**config.mk**
```make
export PLATFORM = sky130hd
export DESIGN_NAME = priority_encoder
export DESIGN_NICKNAME = d
export VERILOG_FILES = /design/src/rtl/priority_encoder.sv
export SDC_FILE = /design/constraint.sdc
export NUM_CORES = 1
export LEC_CHECK = 0
export CORE_AREA = 2 2 39 41
export DETAILED_ROUTE_END_ITERATION = 8
export DIE_AREA = 0 0 41 43
export REMOVE_ABC_BUFFERS = 1
export SLEW_MARGIN = 10
export SYNTH_ARGS = -nofsm -noshare
export SYNTH_HDL_FRONTEND = slang
export SYNTH_SLANG_ARGS = --single-unit
export TNS_END_PERCENT = 100
```
**constraint.sdc**
```tcl
create_clock -name clk -period 0.8 [get_ports clk]
set_input_delay 0.16 -clock clk [delete_from_list [all_inputs] [get_ports clk]]
set_output_delay 0.16 -clock clk [all_outputs]
set_load 0.02 [all_outputs]
```
**src/rtl/priority_encoder.sv**
```systemverilog
// priority_encoder: registered WIDTH-to-$clog2(WIDTH) priority encoder.
// The highest-numbered set bit of `in` wins. `out` and `valid` are registered
// and appear one clock after sampling. `valid` is the only way to tell
// "bit 0 set" apart from "nothing set".
// Optional feature macro: PRIORITY_ENCODER_ONEHOT_EN adds a registered
// one-hot grant output `onehot`.
module priority_encoder #(
  parameter  int WIDTH = 8,
  localparam int OUT_W = $clog2(WIDTH)
) (
  input  logic             clk,
  input  logic             rst,
  input  logic [WIDTH-1:0] in,
  output logic [OUT_W-1:0] out,
`ifdef PRIORITY_ENCODER_ONEHOT_EN
  output logic [WIDTH-1:0] onehot,
`endif
  output logic             valid
);

  // Leading-one search. Higher indices overwrite lower ones, so the highest
  // set bit wins. An all-zero vector yields index 0.
  function automatic logic [OUT_W-1:0] encode_msb(input logic [WIDTH-1:0] vec);
    logic [OUT_W-1:0] idx;
    idx = {OUT_W{1'b0}};
    for (int i = 0; i < WIDTH; i++) begin
      idx = vec[i] ? OUT_W'(i) : idx;
    end
    return idx;
  endfunction

  logic [OUT_W-1:0] out_s;
  logic             valid_s;
  logic [OUT_W-1:0] out_r;
  logic             valid_r;
`ifdef PRIORITY_ENCODER_ONEHOT_EN
  logic [WIDTH-1:0] onehot_s;
  logic [WIDTH-1:0] onehot_r;
`endif

  // Combinational encode of the current request vector.
  always_comb begin
    out_s   = encode_msb(in);
    valid_s = |in;
`ifdef PRIORITY_ENCODER_ONEHOT_EN
    onehot_s = {WIDTH{1'b0}};
    if (valid_s) begin
      onehot_s = {{(WIDTH-1){1'b0}}, 1'b1} << out_s;
    end else begin
      onehot_s = {WIDTH{1'b0}};
    end
`endif
  end

  // Output registers. Reset clears them asynchronously, so no stale result
  // survives a reset.
  always_ff @(posedge clk or posedge rst) begin
    if (rst) begin
      out_r    <= {OUT_W{1'b0}};
      valid_r  <= 1'b0;
`ifdef PRIORITY_ENCODER_ONEHOT_EN
      onehot_r <= {WIDTH{1'b0}};
`endif
    end else begin
      out_r    <= out_s;
      valid_r  <= valid_s;
`ifdef PRIORITY_ENCODER_ONEHOT_EN
      onehot_r <= onehot_s;
`endif
    end
  end

  assign out   = out_r;
  assign valid = valid_r;
`ifdef PRIORITY_ENCODER_ONEHOT_EN
  assign onehot = onehot_r;
`endif

endmodule

```
== Word level (Yosys, flattened, before mapping) ==
Cells that the tools add are included.
Storage, ports and cells
  flip-flop bits (word level): 4
  input bits: 10
  output and inout port bits: 4
  logic and storage cells: 10
Cells by class
  mux-type cells: 7
  reductions and logical operators: 1
Operators by type and width (count)
  3-bit two-way mux: 4
  8-bit OR reduction: 1
  2-bit two-way mux: 2
  1-bit two-way mux: 1

== Depth between registers and ports, before layout ==
Gate-level depths: netlist of the first run.
  depth after elaboration: 7
  mapped depth: 3
  depth with buffers taken out: 3

== Least setup slack after synthesis of the first run ==
Ideal clock, no wire load.
  path kind: register -> output
  start: register out_r[0] (netlist: out[0])
  end: output out[0]
  arrival: 0.416 ns
  required time: 0.640 ns
  slack: 0.224 ns
  stages on the path, launching flop included: 1
  buffers on the path: 0
  path through: dfrtp_1
RTL lines
  from (decl): RTL line 34  | logic [OUT_W-1:0] out_r;
  from (signal assigned): RTL line 59  | out_r <= {OUT_W{1'b0}};
  from (signal assigned): RTL line 65  | out_r <= out_s;
  to (decl): RTL line 14  | output logic [OUT_W-1:0] out,
No word-level cell between the ends.

== Final worst setup path of the first run ==
  start: register out_r[1] (netlist: out[1])
  end: output out[1]
No word-level cell between the ends.

==> flow_summary_export.csv, run 1 <==
group,metric,value,unit
outcome,status,"complete, but fails checks",
outcome,violations,"negative setup slack",
finish,nets,45,
yosys,seq_area_frac_synth,58.8,%
yosys,synth.area.mux_share,0,%
clock_tree,cts.clk_slew.worst_paths,0.04,ns
yosys,ys_warn_count,0,
floorplan,coreArea,0.00138,mm^2
clock_tree,tritoncts,"built",
power,p_leak,0.171,nW
setup_path,worst_ep_required_time,0.64,ns
clock_tree,postCtsHoldBufs,0,
clock_tree,clock-sinks,4,
setup_path,path_cells,"buf_6",
clock_tree,clockRootBuffer,"clkbuf_4",
setup_path,crit_buf_inv,1,
floorplan,num_rows,14,
finish,syn2layout_area_growth,113,%
yosys,synth_area_leaders,"dfrtp_1, nor2_1, o31ai_2, a21oi_2, inv_1",
setup_path,cp-end-kind,"output pin",
floorplan,io_pins,14,
sta,hold_viol,0,
detailed_routing,drc,0,
sta,fmax,1140,MHz
sta,rsz0062_at_grt,"true",
detailed_routing,drtIter0Drc,1,
sta,worstMarginPinSlew,0.193,ns
placement,io_buffers,13,
sta,hold_slack,0.112,ns
yosys,yosys.area_share.xor_xnor,0,%
power,power,563,uW
floorplan,die_w,41,um
sta,setup-violations-final,4,
yosys,synth.top_cell.area_share,58.8,%
clock_tree,htree_num_levels,1,
clock_tree,cts_setup_buffers,0,
setup_path,cp-start-kind,"register",
sta,finalCritPeriodShare,110,%
setup_path,crit_fanout,1,
yosys,synth_adder_area_share,0,%
grt,antenna_found_initial,0,
sta,relSlewSlack,87.0,%
detailed_routing,routed_via_density,3.55,
sta,fin_crit,0.878,ns
grt,grt_max_degree,5,
yosys,synth_top_area_cell,"dfrtp_1",
yosys,synthDistinctLibCells,10,
detailed_routing,ant_nets,0,
clock_tree,numCtsBuffers,3,
grt,grt_pass1_wl,648,um
yosys,synth_top_family_by_area,"compound AO/OA/AOI/OAI gates",
detailed_routing,dr.pass1.iters,2,
setup_path,crit_type,"register to output pin",
yosys,synth_compound_area_share,19.9,%
detailed_routing,wl_per_cell,8.24,um
finish,diodes,0,
setup_path,max_stage_delay,0.36,ns
placement,place.gp.congestion,0.637,
finish,final_common_cell,"clkdlybuf4s50_1",
grt,grt_usage,5.73,%
floorplan,die_height,43,um
floorplan,die_area,0.00176,mm^2
grt,overflow,0,
yosys,synthCells,17,
detailed_routing,drt-total-wl,404,um
worst_hold_path,hp-class,"input pin to asynchronous set/reset pin",
floorplan,start_util,12.3,%
power,ir_drop,0.492,mV
placement,dp_hpwl,301,um
sta,fin_ws,-0.0782,ns
setup_path,crit_arrival,0.72,ns
sta,drv_slew,0,
detailed_routing,vias,174,
yosys,syn_area,170,um^2
finish,final_cell_mix,"clkdlybuf4s50_1, dfrtp_1, buf_6, clkbuf_4, dlymetal6s2s_1",
yosys,synth_seq_cells,4,
setup_path,cp_slowest_cell,"dfrtp_1",
power,powerDensity,1550,mW/mm^2
yosys,syn_avg_cell_area,10.0,um^2
clock_tree,cts_buffer_depth,2,
yosys,yosys.area_share.simple,14.7,%
setup_path,cp_top_family,"flip-flops",
finish,drive_above_1_share,39.4,%
grt,grt_pass1_vias,179,
run,cap_violations,0,
-- state kept, by name, indices dropped and copies added (netlist names) --
name / flops
out: 3
valid: 1
-- stage by stage --
step / setup WS, ns / setup TNS, ns / instance area [um^2] / cells / util [%]
CTS: -0.0935 / -0.350 / 350 / 49 / 25.3
detailed placement: -0.274 / -2.03 / 320 / 46 / 23.1
global placement: -0.260 / -2.01 / 320 / 46 / 23.1
floorplan: 0.224 / 0 / 170 / 17 / -
finish: -0.0782 / -0.307 / 363 / 49 / 26.2
global route: -0.111 / -0.424 / 363 / 49 / 26.2
-- cell families (layout without fill, tap and decap cells) --
| logic type | after synthesis | after routing |
|---|---|---|
| AO/OA/AOI/OAI | 4 | 4 |
| flip-flops | 4 | 4 |
| buffers and inverters | 3 | 19 |
| AND/OR/NAND/NOR | 6 | 6 |
-- cell usage after synthesis --
cell and count:
o31ai_1 1, nand4_1 1, a21oi_1 1, nor2_1 4, inv_2 1, nand2_1 1, dfrtp_1 4, a21oi_2 1
inv_1 2, o31ai_2 1
-- worst paths after layout --
| path | start | endpoint | slack [ns] | cells after the start |
|---|---|---|---|---|
| hold / removal | rst | out[1]$_DFF_PP0_ | 0.11 | 2 |
| max in group asynchronous | rst | valid$_DFF_PP0_ | 0.54 | 2 |
| min in group clk | in[2] | valid$_DFF_PP0_ | 0.21 | 3 |
| setup / recovery | out[1]$_DFF_PP0_ | out[1] | -0.08 | 1 |
-- cell type report --
class,count,area [um^2]
tap,16,20.0
inverter,3,11.3
fill,151,1020
timing repair buffer,13,141
clock buffer,3,22.5
sequential,4,100
multi-input combinational,10,67.6
-- power breakdown --
group / leakage [nW] / switching, mW / internal (mW) / total (mW)
Sequential: 0.0386 / 0.00316 / 0.211 / 0.214
Combinational: 0.119 / 0.0474 / 0.0607 / 0.108
Clock: 0.0138 / 0.0735 / 0.167 / 0.241
Total: 0.171 / 0.124 / 0.439 / 0.563
-- what timing repair did --
item / in CTS / in global routing
pin swaps: 0 / 2
endpoints found under the setup margin: 7 / 8
resized for setup: 26 / 5
-- metal layers --
layer,global-route usage [%],vias to the layer above,part of all wire [%]
met5,0,-,0
met4,4.00,0,0
met3,5.24,0,9.7
met2,7.81,11,48
met1,5.18,74,42
li1,-,89,-
Note: power is estimated with default switching activity, not from simulation.
==> run 2, diff against run 1 <==
--- a/config.mk
+++ b/config.mk
@@ -8,7 +8,6 @@
 export CORE_AREA = 2 2 39 41
 export DETAILED_ROUTE_END_ITERATION = 8
 export DIE_AREA = 0 0 41 43
-export REMOVE_ABC_BUFFERS = 1
 export SLEW_MARGIN = 10
 export SYNTH_ARGS = -nofsm -noshare
 export SYNTH_HDL_FRONTEND = slang
==> results of run 2 <==
Same layout as run 1: the final DEF is identical, and so are final timing and power.
==> run 3, diff against run 2 <==
--- a/config.mk
+++ b/config.mk
@@ -5,9 +5,12 @@
 export SDC_FILE = /design/constraint.sdc
 export NUM_CORES = 1
 export LEC_CHECK = 0
+export CELL_PAD_IN_SITES_DETAIL_PLACEMENT = 1
+export CELL_PAD_IN_SITES_GLOBAL_PLACEMENT = 1
 export CORE_AREA = 2 2 39 41
 export DETAILED_ROUTE_END_ITERATION = 8
 export DIE_AREA = 0 0 41 43
+export PLACE_DENSITY_LB_ADDON = 0.1
 export SLEW_MARGIN = 10
 export SYNTH_ARGS = -nofsm -noshare
 export SYNTH_HDL_FRONTEND = slang
==> constraint.sdc (replaced) <==
create_clock -name clk -period 1.11 [get_ports clk]
set_input_delay 0.222 -clock clk [delete_from_list [all_inputs] [get_ports clk]]
set_output_delay 0.222 -clock clk [all_outputs]
set_load 0.02 [all_outputs]
==> flow_summary_export.csv, run 3 (synthesized netlist as in run 1, its figures left out) <==
group,metric,value,unit
outcome,status,"completed",
setup_path,cp_slowest_cell,"dfrtp_1",
floorplan,die_height,43,um
placement,placedCellCount,46,
setup_path,path_cells,"clkdlybuf4s15_1",
clock_tree,cts_setup_buffers,0,
setup_path,worst_ep_required_time,0.89,ns
detailed_routing,vias,183,
floorplan,start_util,12.3,%
sta,fin_crit,1.07,ns
sta,worstMarginPinSlew,0.218,ns
grt,grt_max_degree,5,
detailed_routing,wl_per_cell,9.73,um
finish,syn2layout_area_growth,92.6,%
sta,relSlewSlack,85.4,%
detailed_routing,drt-total-wl,477,um
floorplan,die_area,0.00176,mm^2
floorplan,io_pins,14,
finish,nets,45,
worst_hold_path,hp-class,"input pin to asynchronous set/reset pin",
finish,final_cell_mix,"clkdlybuf4s50_1, nor2_1, dfrtp_1, clkbuf_4, clkbuf_2",
yosys,synth.net_count,27,
setup_path,cp_top_family,"flip-flops",
detailed_routing,routed_via_density,3.73,
grt,grt_usage,7.34,%
sta,hold_viol,0,
floorplan,die_w,41,um
detailed_routing,ant_nets,0,
clock_tree,cts.clk_slew.worst_paths,0.03,ns
grt,grt_pass1_wl,814,um
power,p_leak,0.134,nW
detailed_routing,drc,0,
clock_tree,htree_num_levels,1,
finish,largest_reg_flops,3,
finish,num-fill-cells,168,
clock_tree,numCtsBuffers,3,
setup_path,max_stage_delay,0.34,ns
setup_path,crit_fanout,1,
detailed_routing,dr.pass1.iters,1,
finish,drive_above_1_share,27.3,%
sta,setup-violations-final,0,
sta,hold_slack,0.181,ns
setup_path,cp-end-kind,"output pin",
clock_tree,tritoncts,"built",
placement,io_buffers,13,
power,powerDensity,1210,mW/mm^2
setup_path,cp-start-kind,"register",
clock_tree,postCtsHoldBufs,0,
setup_path,crit_buf_inv,1,
setup_path,crit_type,"register to output pin",
grt,grt_pass1_vias,192,
finish,diodes,0,
grt,antenna_found_initial,0,
grt,overflow,0,
sta,finalCritPeriodShare,96.4,%
sta,fmax,934,MHz
placement,dp_hpwl,414,um
detailed_routing,drtIter0Drc,0,
floorplan,coreArea,0.00138,mm^2
sta,rsz0062_at_grt,"false",
placement,place.gp.congestion,0.629,
setup_path,crit_arrival,0.85,ns
run,cap_violations,0,
clock_tree,clock-sinks,4,
floorplan,num_rows,14,
sta,drv_slew,0,
power,ir_drop,0.179,mV
clock_tree,clockRootBuffer,"clkbuf_4",
finish,final_common_cell,"clkdlybuf4s50_1",
finish,stdcell_count,49,
clock_tree,cts_buffer_depth,2,
run 3: layer usage:
metal | GRT usage, % | part of all wire [%]
met1 | 6.15 | 32
met2 | 11.3 | 57
met3 | 3.14 | 11
met4 | 8.00 | 0
met5 | 0 | 0
run 3: report_power, final:
part	internal (mW)	total [mW]	switching (mW)	leakage, nW
Sequential	0.152	0.154	0.00156	0.0386
Clock	0.120	0.171	0.0504	0.0138
Combinational	0.0387	0.0705	0.0317	0.0820
Total	0.311	0.395	0.0837	0.134
run 3: worst paths after layout:
path / start / depth (start not counted) / slack (ns) / end
min: rst / 2 / 0.18 / out[1]$_DFF_PP0_
max: valid$_DFF_PP0_ / 1 / 0.04 / valid
max in group asynchronous: rst / 2 / 0.78 / out[2]$_DFF_PP0_
min in group clk: in[0] / 3 / 0.59 / valid$_DFF_PP0_
run 3: stage by stage:
| stage | power (mW) | setup TNS [ns] | setup WS (ns) | cell area, um^2 | util (%) |
|---|---|---|---|---|---|
| 2_1_floorplan | 0.179 | 0 | 0.472 | 170 | - |
| 3_3_place_gp | 0.231 | -0.119 | -0.0387 | 320 | 23.1 |
| 3_5_place_dp | 0.233 | -0.222 | -0.0554 | 320 | 23.1 |
| 4_1_cts | 0.408 | 0 | 0.000300 | 343 | 24.8 |
| 5_1_grt | 0.433 | 0 | 0.00560 | 328 | 23.7 |
| 6_report | 0.395 | 0 | 0.0396 | 328 | 23.7 |
run 3: cell type report:
class,instances,area [um^2],area share [%]
Sequential cell,4,100,30.5
Inverter,3,11.3,3.44
Tap cell,16,20.0,6.11
Clock buffer,3,22.5,6.87
Timing Repair Buffer,13,115,35.1
Multi-Input combinational cell,10,58.8,17.9
run 3: repair_timing:
action | 4_1_cts | 5_1_grt
setup endpoints to repair | 4 | 3
gates resized for setup | 8 | 3
cloned | 0 | 0
